<file path="config.mk">
export PLATFORM = sky130hd
export DESIGN_NAME = pkt_rd_ctrl
export DESIGN_NICKNAME = d
export VERILOG_FILES = /design/src/rtl/pkt_rd_ctrl.sv
export SDC_FILE = /design/constraint.sdc
export NUM_CORES = 1
export LEC_CHECK = 0
export BUFFER_PORTS_ARGS = -buffer_cell sky130_fd_sc_hd__buf_2
export CAP_MARGIN = 20
export CELL_PAD_IN_SITES_DETAIL_PLACEMENT = 0
export CELL_PAD_IN_SITES_GLOBAL_PLACEMENT = 2
export CORE_MARGIN = 3
export CORE_UTILIZATION = 39
export DETAILED_ROUTE_END_ITERATION = 16
export GPL_TIMING_DRIVEN = 0
export PLACE_DENSITY = 0.84
export SETUP_SLACK_MARGIN = 0.5
export SLEW_MARGIN = 10
export SYNTH_ARGS = -nofsm -noshare
export SYNTH_HDL_FRONTEND = slang
export SYNTH_SLANG_ARGS = --single-unit
</file>
<file path="constraint.sdc">
create_clock -name clk -period 3.7 [get_ports clk]
set_input_delay 0.37 -clock clk [delete_from_list [all_inputs] [get_ports clk]]
set_output_delay 0.37 -clock clk [all_outputs]
set_load 0.1 [all_outputs]
</file>
<file path="src/rtl/pkt_rd_ctrl.sv">
// pkt_rd_ctrl: packet read engine, Avalon-MM read master -> Avalon-ST source.
// Credit-limited pipelined reads land in a small registered response FIFO.
module pkt_rd_ctrl #(
  parameter int ADDR_W     = 32,
  parameter int DATA_W     = 32,
  parameter int LEN_W      = 16,
  parameter int FIFO_DEPTH = 4
) (
  input  logic              clk,
  input  logic              reset,
  input  logic              start,
  input  logic [ADDR_W-1:0] base_addr,
  input  logic [LEN_W-1:0]  len_words,
  output logic              rdy,
  output logic              busy,
  output logic [ADDR_W-1:0] avm_address,
  output logic              avm_read,
  input  logic              avm_waitrequest,
  input  logic [DATA_W-1:0] avm_readdata,
  input  logic              avm_readdatavalid,
  output logic [DATA_W-1:0] st_data,
  output logic              st_valid,
  input  logic              st_ready,
  output logic              st_sop,
  output logic              st_eop
);

  localparam int PW = $clog2(FIFO_DEPTH);
  localparam int CW = PW + 1;
  localparam logic [ADDR_W-1:0] STRIDE =
    ADDR_W'(DATA_W / 8);
  localparam logic [CW:0] DEPTH_C =
    (CW + 1)'(FIFO_DEPTH);

  typedef enum logic [1:0] {
    IDLE,
    ISSUE,
    DRAIN,
    DONE
  } state_t;

  state_t            state;
  logic [LEN_W-1:0]  len_r;
  logic [LEN_W-1:0]  issued;
  logic [LEN_W-1:0]  delivered;
  logic [CW-1:0]     outstanding;
  logic [CW-1:0]     fifo_cnt;
  logic [PW-1:0]     wr_ptr;
  logic [PW-1:0]     rd_ptr;
  logic [DATA_W-1:0] mem [FIFO_DEPTH];

  logic             take;
  logic             rd_acc;
  logic             push;
  logic             pop;
  logic             last_rd;
  logic             last_word;
  logic             credit_ok;
  logic [CW-1:0]    out_nxt;
  logic [CW-1:0]    cnt_nxt;
  logic [LEN_W-1:0] issued_nxt;

  assign take   = start & (state == IDLE) & ~busy;
  assign rd_acc = avm_read & ~avm_waitrequest;
  assign push   = avm_readdatavalid
                & (state != IDLE)
                & (outstanding != '0);
  assign pop    = st_valid & st_ready;

  assign last_rd    = rd_acc & (issued == len_r - 1'b1);
  assign last_word  = pop & st_eop;
  assign issued_nxt = issued + LEN_W'(rd_acc);

  // occupancy after this edge: reads in flight and words buffered
  always_comb begin
    out_nxt = outstanding;
    if (rd_acc & ~push)
      out_nxt = outstanding + 1'b1;
    else if (push & ~rd_acc)
      out_nxt = outstanding - 1'b1;
    cnt_nxt = fifo_cnt;
    if (push & ~pop)
      cnt_nxt = fifo_cnt + 1'b1;
    else if (pop & ~push)
      cnt_nxt = fifo_cnt - 1'b1;
  end

  assign credit_ok =
    ({1'b0, out_nxt} + {1'b0, cnt_nxt}) < DEPTH_C;

  assign st_valid = (fifo_cnt != '0);
  assign st_data  = st_valid ? mem[rd_ptr] : '0;
  assign st_sop   = st_valid & (delivered == '0);
  assign st_eop   = st_valid
                  & (delivered == len_r - 1'b1);

  // control FSM with registered bus and handshake outputs
  always_ff @(posedge clk or negedge reset) begin
    if (!reset) begin
      state       <= IDLE;
      len_r       <= '0;
      issued      <= '0;
      delivered   <= '0;
      outstanding <= '0;
      avm_read    <= 1'b0;
      avm_address <= '0;
      rdy         <= 1'b0;
      busy        <= 1'b0;
    end else begin
      rdy         <= 1'b0;
      outstanding <= out_nxt;
      if (pop)
        delivered <= delivered + 1'b1;
      unique case (state)
        IDLE: begin
          if (rdy)
            busy <= 1'b0;
          if (take) begin
            busy        <= 1'b1;
            len_r       <= len_words;
            issued      <= '0;
            delivered   <= '0;
            avm_address <= base_addr;
            if (len_words == '0) begin
              state <= DONE;
            end else begin
              state    <= ISSUE;
              avm_read <= 1'b1;
            end
          end
        end
        ISSUE: begin
          issued <= issued_nxt;
          if (rd_acc)
            avm_address <= avm_address + STRIDE;
          if (last_rd)
            state <= DRAIN;
          if (!(avm_read & avm_waitrequest))
            avm_read <= ~last_rd
                      & (issued_nxt < len_r)
                      & credit_ok;
        end
        DRAIN: begin
          if (last_word)
            state <= DONE;
        end
        DONE: begin
          rdy   <= 1'b1;
          state <= IDLE;
        end
        default: state <= IDLE;
      endcase
    end
  end

  // response FIFO pointers and fill level
  always_ff @(posedge clk or negedge reset) begin
    if (!reset) begin
      wr_ptr   <= '0;
      rd_ptr   <= '0;
      fifo_cnt <= '0;
    end else begin
      if (push)
        wr_ptr <= wr_ptr + 1'b1;
      if (pop)
        rd_ptr <= rd_ptr + 1'b1;
      fifo_cnt <= cnt_nxt;
    end
  end

  // response FIFO storage; validity tracked by fifo_cnt
  always_ff @(posedge clk) begin
    if (push)
      mem[wr_ptr] <= avm_readdata;
  end

endmodule

</file>
Yosys cells after proc, flatten, opt, wreduce, memory -nomap -nowiden --
Memory sizes are Yosys's and may differ from the RTL's. Index checks and enable logic that the tools add are counted.
Storage, ports and cells: memories kept 1, word-level logic and storage cells 101, output and inout port bits 70, bits in writable memories 128, register bits after elaboration 95
Operators by class: multiplexer cells 27, bitwise logic cells 23, order comparisons 2, reductions and logical operators 14, equal/unequal tests 11, add/subtract/negate cells 11
Memories:
- mem | depth 4, bits a word 32, read ports 1, clocked after memory_dff 0, write ports 1, line 50 | logic [DATA_W-1:0] mem [FIFO_DEPTH];
Operator list (count):
- $mux W32 | 3
- $mux W16 | 4
- $pmux W32 S2 | 1
- $add A32 B3 Y32 const B | 1
- $eq A16 B16 Y1 | 2
- $logic_not A16 Y1 | 2
- $pmux W16 S2 | 1
- $and A1 B1 Y1 | 17
- $add A16 B1 Y16 | 1
- $add A16 B1 Y16 const B | 1
- $lt A16 B16 Y1 | 1
- $sub A16 B1 Y16 const B | 1
- $mux W3 | 4
- $ne A2 B2 Y1 const B | 6
- $mux W1 | 8
- $mux W2 | 4
- $pmux W2 S4 | 1
- $add A3 B1 Y3 const B | 2
- $not A1 Y1 | 6
- $reduce_and A2 Y1 | 3
- $reduce_and A3 Y1 | 2
- $reduce_bool A2 Y1 | 3
- $reduce_bool A3 Y1 | 2
- $sub A3 B1 Y3 const B | 2
- 8 further kinds | 10

Logic depth before layout (Yosys ltp) --
Gate-level depths: netlist of the first run.
word-level depth 12, depth in mapped cells 19, mapped depth without buffers 17

Worst setup path after synthesis of the first run --
OpenSTA, ideal clock, no wires.
kind reg-to-output, start point register fifo_cnt[0], end point output st_sop, cell stages (with the launch flop) 7, data arrival time 4.134 ns, buffers on the path 1, setup slack -0.804 ns, cells stage by stage dfrtp_1 > inv_1 > ha_1 > nand2b_1 > clkbuf_1 > nand4_1 > nor4b_1
On the way: longest elaborated chain between the ends 2
Ends and longest elaborated chain:
- from (decl) | line 47 | logic [CW-1:0] fifo_cnt;
- from (signal assigned) | line 167 | fifo_cnt <= cnt_nxt;
- $reduce_bool A3 Y1 | line 91 | assign st_valid = (fifo_cnt != '0);
- $and A1 B1 Y1 | line 93 | assign st_sop = st_valid & (delivered == '0);
- to (decl) | line 24 | output logic st_sop,
No other way between the ends.

Final worst setup path of the first run --
start point register len_r[0], end point output st_eop
On the way: longest elaborated chain between the ends 3
Ends and longest elaborated chain:
- from (decl) | line 43 | logic [LEN_W-1:0] len_r;
- from (signal assigned) | line 120 | len_r <= len_words;
- $sub A16 B1 Y16 | line 95 | & (delivered == len_r - 1'b1);
- $eq A16 B16 Y1 | line 95
- $and A1 B1 Y1 | line 95
- to (decl) | line 25 | output logic st_eop
No other way between the ends.

==> results of run 1 <==
## worst paths after layout
| path | from | endpoint | slack (ns) | cells after the start |
|---|---|---|---|---|
| setup reg to reg | len_r[0]$_DFFE_PN0P_ | state[1]$_DFFE_PN0P_ | 0.41 | 13 |
| setup / recovery | len_r[0]$_DFFE_PN0P_ | st_eop | 0.25 | 10 |
| min in group asynchronous | reset | avm_address[12]$_DFFE_PN0P_ | 0.34 | 2 |
| hold / removal | avm_readdata[21] | mem[3][21]$_DFFE_PP_ | 0.06 | 1 |
| max in group asynchronous | reset | avm_read$_DFFE_PN0P_ | 2.71 | 3 |
| hold reg to reg | avm_address[1]$_DFFE_PN0P_ | avm_address[1]$_DFFE_PN0P_ | 0.50 | 1 |
## synthesized netlist by cell type (all sizes together), types with 4 or more instances
cell	instances	area, um^2
a21o	10	75.1
nor2b	5	31.3
nand3	31	155
xnor2	45	394
a31oi	5	31.3
mux4	32	721
or4	5	37.5
nor2	51	199
and2	39	244
buf	11	82.6
nor4	14	139
inv	37	139
a21oi	47	235
xor2	30	263
nor3	12	65.1
clkbuf	40	150
nand2	79	302
nand2b	7	43.8
and3	24	150
nand4	18	113
mux2i	14	140
a22o	15	131
ha	37	463
o22ai	26	163
dfrtp	95	2380
edfxtp	128	3840
o21ai	53	265
or3	4	30.0
o31ai	5	37.5
## through the flow
stage | std cells | area, um^2 | hold WS (ns) | setup slack, ns
2_1_floorplan | 953 | 11400 | 0.0744 | 0.378
3_3_place_gp | 1486 | 12700 | 0.483 | 0.00199
3_5_place_dp | 1491 | 12800 | 0.319 | 0.123
4_1_cts | 1555 | 14000 | 0.0294 | 0.238
5_1_grt | 1562 | 14100 | 0.0331 | 0.120
6_report | 1562 | 14100 | 0.0587 | 0.246
## placed cells by master (no fill, tap or decap), drive strengths merged, types with 4 or more instances in the layout
| cell | count |
|---|---|
| a21o | 10 |
| o31ai | 5 |
| and3 | 24 |
| nor2 | 51 |
| nor4 | 14 |
| a21oi | 47 |
| xnor2 | 45 |
| mux4 | 32 |
| nand3 | 31 |
| o21ai | 53 |
| nor2b | 5 |
| dfrtp | 95 |
| a31oi | 5 |
| buf | 189 |
| ha | 37 |
| nand2b | 7 |
| edfxtp | 128 |
| mux2i | 14 |
| nand4 | 18 |
| a22o | 15 |
| or4 | 5 |
| and2 | 39 |
| nand2 | 79 |
| inv | 39 |
| o22ai | 26 |
| or3 | 4 |
| xor2 | 30 |
| nor3 | 12 |
| clkinv | 6 |
| clkbuf | 80 |
## per-layer routing
layer,global-route usage [%],vias up,wire length (um)
met5,0,-,0
met4,3.80,0,442
met3,2.32,31,1240
met2,30.2,182,13600
met1,25.4,3952,13200
li1,-,3951,-
## cells by family (layout without fill, tap and decap cells)
logic type / after synthesis / count (layout) / share of synthesized area [%]
flops: 223 / 223 / 54.9
xor+xnor: 76 / 76 / 5.99
buf+inv: 88 / 318 / 3.28
mux: 46 / 46 / 7.59
fa+ha+maj: 37 / 37 / 4.08
compound gates: 182 / 182 / 10.0
other cells: 0 / 1 / 0
simple gates: 301 / 301 / 14.2
## flip-flops by register name, summed over array words and instances (netlist names), 2 cells and up
| name | count |
|---|---|
| fifo_cnt | 3 |
| issued | 16 |
| wr_ptr | 2 |
| state | 2 |
| mem | 128 |
| outstanding | 3 |
| len_r | 16 |
| rd_ptr | 2 |
| avm_address | 32 |
| delivered | 16 |
## what timing repair did
| action | in CTS | in global routing |
|---|---|---|
| resized for setup | 41 | 17 |
| gates cloned | 0 | 0 |
| hold endpoints to repair | 39 | 0 |
| hold buffers | 1 | 0 |
| setup endpoints to repair | 58 | 44 |
| setup buffers | 15 | 6 |
| pin swaps | 10 | 11 |
## worst max-delay path, cell delays in order, from the launching register on
cell	delay, ns
dfrtp_2	0.41
inv_2	0.08
ha_4	0.14
or3b_4	0.37
buf_6	0.14
nor4_4	0.32
xnor2_1	0.18
o221ai_2	0.15
a2111oi_4	0.33
and3_4	0.27
buf_12	0.18
## cell type report
cell class	count	area (um^2)
Fill cell	2569	14200
Tap cell	378	473
Clock buffer	37	752
Inverter	37	141
Antenna cell	1	2.50
Buffer	51	278
Clock inverter	11	148
Sequential cell	223	6230
Timing Repair Buffer	182	1110
Multi-Input combinational cell	642	4930
==> flow_metrics.env, run 1 <==
export IMPL_ys_async_sr_fraction_pct=42.6
export IMPL_critical_path_class="reg2out"
export IMPL_setup_viol=0
export IMPL_drc=0
export IMPL_die_area_um2=31200
export IMPL_crit_path_max_fanout=5
export IMPL_gp_congestion=0.863
export IMPL_avgSynthCellArea_um2=11.9
export IMPL_rsz0062_at_grt="yes"
export IMPL_drt_pass1_iter_count=5
export IMPL_numCtsBuffers=26
export IMPL_fmax_mhz=290
export IMPL_worstMarginPinSlew_ns=0.849
export IMPL_place_detailed_hpwl_um=20400
export IMPL_finalCritPeriodShare_pct=93.4
export IMPL_clkTransAtPathRegs_ns=0.06
export IMPL_grt_max_degree=57
export IMPL_hold_path_class="in2reg"
export IMPL_cts_sinks=223
export IMPL_start_util_pct=40.2
export IMPL_grt_overflow=0
export IMPL_synth_cells=953
export IMPL_synth_cell_types=64
export IMPL_postRouteAntennaNets=0
export IMPL_synth_area_um2=11300
export IMPL_grt_pass1_vias=8059
export IMPL_num_io_pins=156
export IMPL_via_per_inst=5.20
export IMPL_syn_to_final_growth_pct=23.9
export IMPL_core_um2=28200
export IMPL_die_w_um=177
export IMPL_num_rows=61
export IMPL_root_buffer="clkbuf_16"
export IMPL_grt_pass1_wl_um=45100
export IMPL_cts_tree="done"
export IMPL_critPathCaptureType="output pin"
export IMPL_grtUsageTotal_pct=18.0
export IMPL_die_y_um=177
export IMPL_tns_ns=0
export IMPL_ys_seq_elements=223
export IMPL_clock_latency_ns=0.53
export IMPL_synth_edf_count=128
export IMPL_status="finished clean"
export IMPL_final_util_pct=49.8
export IMPL_cp_start_kind="flop"
export IMPL_skew_ns=0.0174
export IMPL_antenna_found_initial=2
export IMPL_clock_path_buffers=3
export IMPL_period_minus_slack_ns=3.45
export IMPL_final_max_slew_viol_count=0
export IMPL_synth_main_ff_cell="edfxtp_1"
export IMPL_yosysWarnings=0
export IMPL_wirelength_um=28500
export IMPL_drt_iter0_markers=469
export IMPL_ys_seq_area_share_pct=54.9
export IMPL_nets=1286
export IMPL_hold_viol_final=0
export IMPL_wl_per_cell_um=18.2
export IMPL_relSlewSlack_pct=43.4
export IMPL_portBuffers=155
export IMPL_syn_num_nets=1076
export IMPL_worstPathRequired_ns=3.33
export IMPL_htree_levels=1
export IMPL_vias=8116
export IMPL_drive_above_1_share_pct=27.0
export IMPL_cp_arrival_ns=3.08
export IMPL_max_cap_violations=0
Power of run 1 is not shown: default switching activity piles up to over one toggle a cycle in this logic, so the estimate is an artifact.
==> inputs of run 2 (changes only) <==
- ABC_AREA: not set -> 1
- CORE_UTILIZATION: 39 -> 35
- PLACE_DENSITY: 0.84 -> 0.83
==> run 2 against run 1 <==
Via count increased by 22%. Routed wire length rose by 20%. Final area is 2.7% higher. Sequential share of layout area decreased by 1.1 points. Sequential cell count unchanged.
==> flow_metrics.env, run 2 <==
export IMPL_synth_area_um2=11700
export IMPL_tns_ns=0
export IMPL_grt_max_degree=69
export IMPL_crit_buf_inv=2
export IMPL_cp_arrival_ns=3.65
export IMPL_drc=0
export IMPL_setup_viol=0
export IMPL_hold_viol_final=0
export IMPL_antenna_found_initial=1
export IMPL_rsz0062_at_grt="yes"
export IMPL_num_io_pins=156
export IMPL_critical_path_class="reg2reg"
export IMPL_max_cap_violations=0
export IMPL_nFillCells=3327
export IMPL_worst_slack_ns=0.512
export IMPL_grt_pass1_vias=9735
export IMPL_worstPathRequired_ns=4.16
export IMPL_finalCritPeriodShare_pct=86.2
export IMPL_grt_overflow=0
export IMPL_fmax_mhz=314
export IMPL_syn_num_nets=1451
export IMPL_portBuffers=155
export IMPL_p_leak_nw=6.19
export IMPL_vdd_drop_max_mv=0.644
export IMPL_layout_commonest_cell="nand2_1"
export IMPL_crit_chain="inv_1 -> nor2_4 -> ha_4 -> nand2_1 -> nor2_2 -> nand3_2 -> nor2_4 -> nand3_4 -> nor3_4 -> nand4_1 -> xor2_1 -> inv_1 -> ha_4 -> nor4_4 -> nand2_1 -> a31oi_2 -> nand4_1 -> a21boi_1"
export IMPL_syn_to_final_growth_pct=23.7
export IMPL_cts_tree="done"
export IMPL_period_minus_slack_ns=3.19
export IMPL_ys_seq_elements=223
export IMPL_clock_path_buffers=3
export IMPL_wl_per_cell_um=17.1
export IMPL_synth_area_leaders="edfxtp_1, dfrtp_1, nor2_1, nand2_1, o21ai_0"
export IMPL_avgSynthCellArea_um2=8.79
export IMPL_htree_levels=1
export IMPL_wirelength_um=34300
export IMPL_place_ws_ns=-0.501
export IMPL_synth_cells=1328
export IMPL_drt_pass1_iter_count=5
export IMPL_ys_seq_area_share_pct=53.3
export IMPL_power_density_nw_per_um2=653
export IMPL_final_max_slew_viol_count=0
export IMPL_vias=9930
export IMPL_place_detailed_hpwl_um=24700
export IMPL_skew_ns=0.0161
export IMPL_grtUsageTotal_pct=19.0
export IMPL_status="finished clean"
export IMPL_cp_start_kind="flop"
export IMPL_hold_slack_ns=0.0396
export IMPL_die_w_um=189
export IMPL_die_area_um2=35600
export IMPL_critPathCaptureType="flop"
export IMPL_relSlewSlack_pct=49.2
export IMPL_cpLargestDelayFamily="simple AND/OR/NAND/NOR gates"
export IMPL_die_y_um=189
export IMPL_root_buffer="clkbuf_16"
export IMPL_hold_path_class="in2reg"
export IMPL_start_util_pct=35.7
export IMPL_synth_largest_area_cell="edfxtp_1"
export IMPL_drive_above_1_share_pct=20.4
export IMPL_reg_top3="mem (128), avm_address (32)"
export IMPL_synth_common_cells="nor2_1, nand2_1, o21ai_0"
export IMPL_cts_sinks=223
export IMPL_clock_latency_ns=0.55
export IMPL_largest_reg_flops=128
export IMPL_fin_cells=2000
export IMPL_core_um2=32700
export IMPL_synth_cell_types=47
export IMPL_clkTransAtPathRegs_ns=0.06
export IMPL_num_rows=66
export IMPL_via_per_inst=4.97
export IMPL_ys_async_sr_fraction_pct=42.6
export IMPL_synth_edf_count=128
export IMPL_synth_main_ff_cell="edfxtp_1"
export IMPL_grt_pass1_wl_um=53700
export IMPL_regMostFlops="mem"
export IMPL_worst_path_max_delay_cell="dfrtp_4"
export IMPL_nets=1662
export IMPL_drt_iter0_markers=721
export IMPL_yosysWarnings=0
export IMPL_yosysMostFrequentCell="nor2_1"
export IMPL_worstMarginPinSlew_ns=0.762
export IMPL_dpl_cell_count=1930
export IMPL_cpPeakStageDelay_ns=0.42
export IMPL_crit_path_max_fanout=3
export IMPL_layout_common_cells="nand2_1, nor2_1, buf_2"
export IMPL_synth_top_area_share_pct=32.9
export IMPL_gp_congestion=0.852
export IMPL_numCtsBuffers=27
export IMPL_postRouteAntennaNets=0
==> run 2: changes by cell type in the layout (fill, tap and decap cells not counted), moves of 35 or more <==
cell,change
nand3_1,+62
inv_1,+89
nor2_1,+159
and2_1,-35
o21ai_0,+75
xnor2_1,-42
nand2_1,+129
==> run 2: metal layers <==
layer | track usage, % | up-vias | routed length (um)
met5 | 0 | - | 0
met1 | 27.4 | 4714 | 16300
met2 | 30.7 | 240 | 15600
li1 | - | 4927 | -
met4 | 4.35 | 0 | 780
met3 | 2.20 | 49 | 1590
==> run 2: per-stage QoR <==
stage | power (mW) | util, % | cell area [um^2]
finish | 9.43 | 44.1 | 14400
global placement | 6.87 | 39.9 | 13000
CTS | 9.52 | 43.9 | 14400
detailed placement | 6.90 | 40.3 | 13200
global route | 9.88 | 44.1 | 14400
floorplan | 6.05 | - | 11700
==> run 2: final cells by class <==
type                       count  area, um^2  area share (%)
antenna                        1        2.50          0.0173
sequential                   223        6230            43.2
clock buffer                  35         736            5.10
inverter                     131         499            3.46
clock inverter                12         100           0.694
buffer                        46         189            1.31
tap                          442         553            3.83
multi-input combinational    928        5040            34.9
timing repair buffer         182        1080            7.52
==> run 2: cell families (layout without fill, tap and decap cells) <==
| group | count (synthesis) | after routing | share of synthesized area [%] |
|---|---|---|---|
| xor+xnor | 28 | 28 | 2.10 |
| flops | 223 | 223 | 53.3 |
| fa+ha+maj | 37 | 37 | 3.97 |
| buf+inv | 177 | 406 | 5.75 |
| other cells | 0 | 1 | 0 |
| simple gates | 604 | 604 | 22.9 |
| mux | 1 | 1 | 0.0858 |
| compound gates | 258 | 258 | 11.8 |
==> run 2: power breakdown <==
group	internal, mW	switching (mW)	leakage, nW
Clock	1.47	1.05	0.408
Combinational	0.766	3.33	3.58
Sequential	2.73	0.0862	2.20
Total	4.96	4.46	6.19
==> run 2: worst register-to-register path, stage by stage (launching register included) <==
cell and delay, ns:
dfrtp_4 0.42, inv_1 0.08, nor2_4 0.13, ha_4 0.15
nand2_1 0.06, nor2_2 0.15, nand3_2 0.12, nor2_4 0.14
nand3_4 0.10, nor3_4 0.15, nand4_1 0.14, xor2_1 0.21
inv_1 0.10, ha_4 0.19, nor4_4 0.40, nand2_1 0.11
a31oi_2 0.19, nand4_1 0.13, a21boi_1 0.14
==> run 2: worst paths after layout <==
kind | startpoint | to | slack [ns] | depth (start not counted)
worst max-delay path | avm_read$_DFFE_PN0P_ | avm_read$_DFFE_PN0P_ | 0.51 | 18
min in group asynchronous | reset | avm_address[19]$_DFFE_PN0P_ | 0.28 | 2
max in group asynchronous | reset | len_r[2]$_DFFE_PN0P_ | 2.73 | 3
worst min register to register | rdy$_DFF_PN0_ | busy$_DFFE_PN0P_ | 0.47 | 1
worst min-delay path | avm_readdata[8] | mem[1][8]$_DFFE_PP_ | 0.04 | 1
worst max register to register | avm_read$_DFFE_PN0P_ | avm_read$_DFFE_PN0P_ | 0.51 | 18
==> run 2: timing repair <==
action / 4_1_cts / 5_1_grt
pin swaps: 16 / 13
setup buffers: 15 / 6
endpoints found under the hold margin: 27 / 0
gates cloned: 0 / 0
hold buffers: 1 / 0
endpoints found under the setup margin: 8 / 30
resized for setup: 48 / 16
No activity file was read; power rests on OpenSTA's default activity.
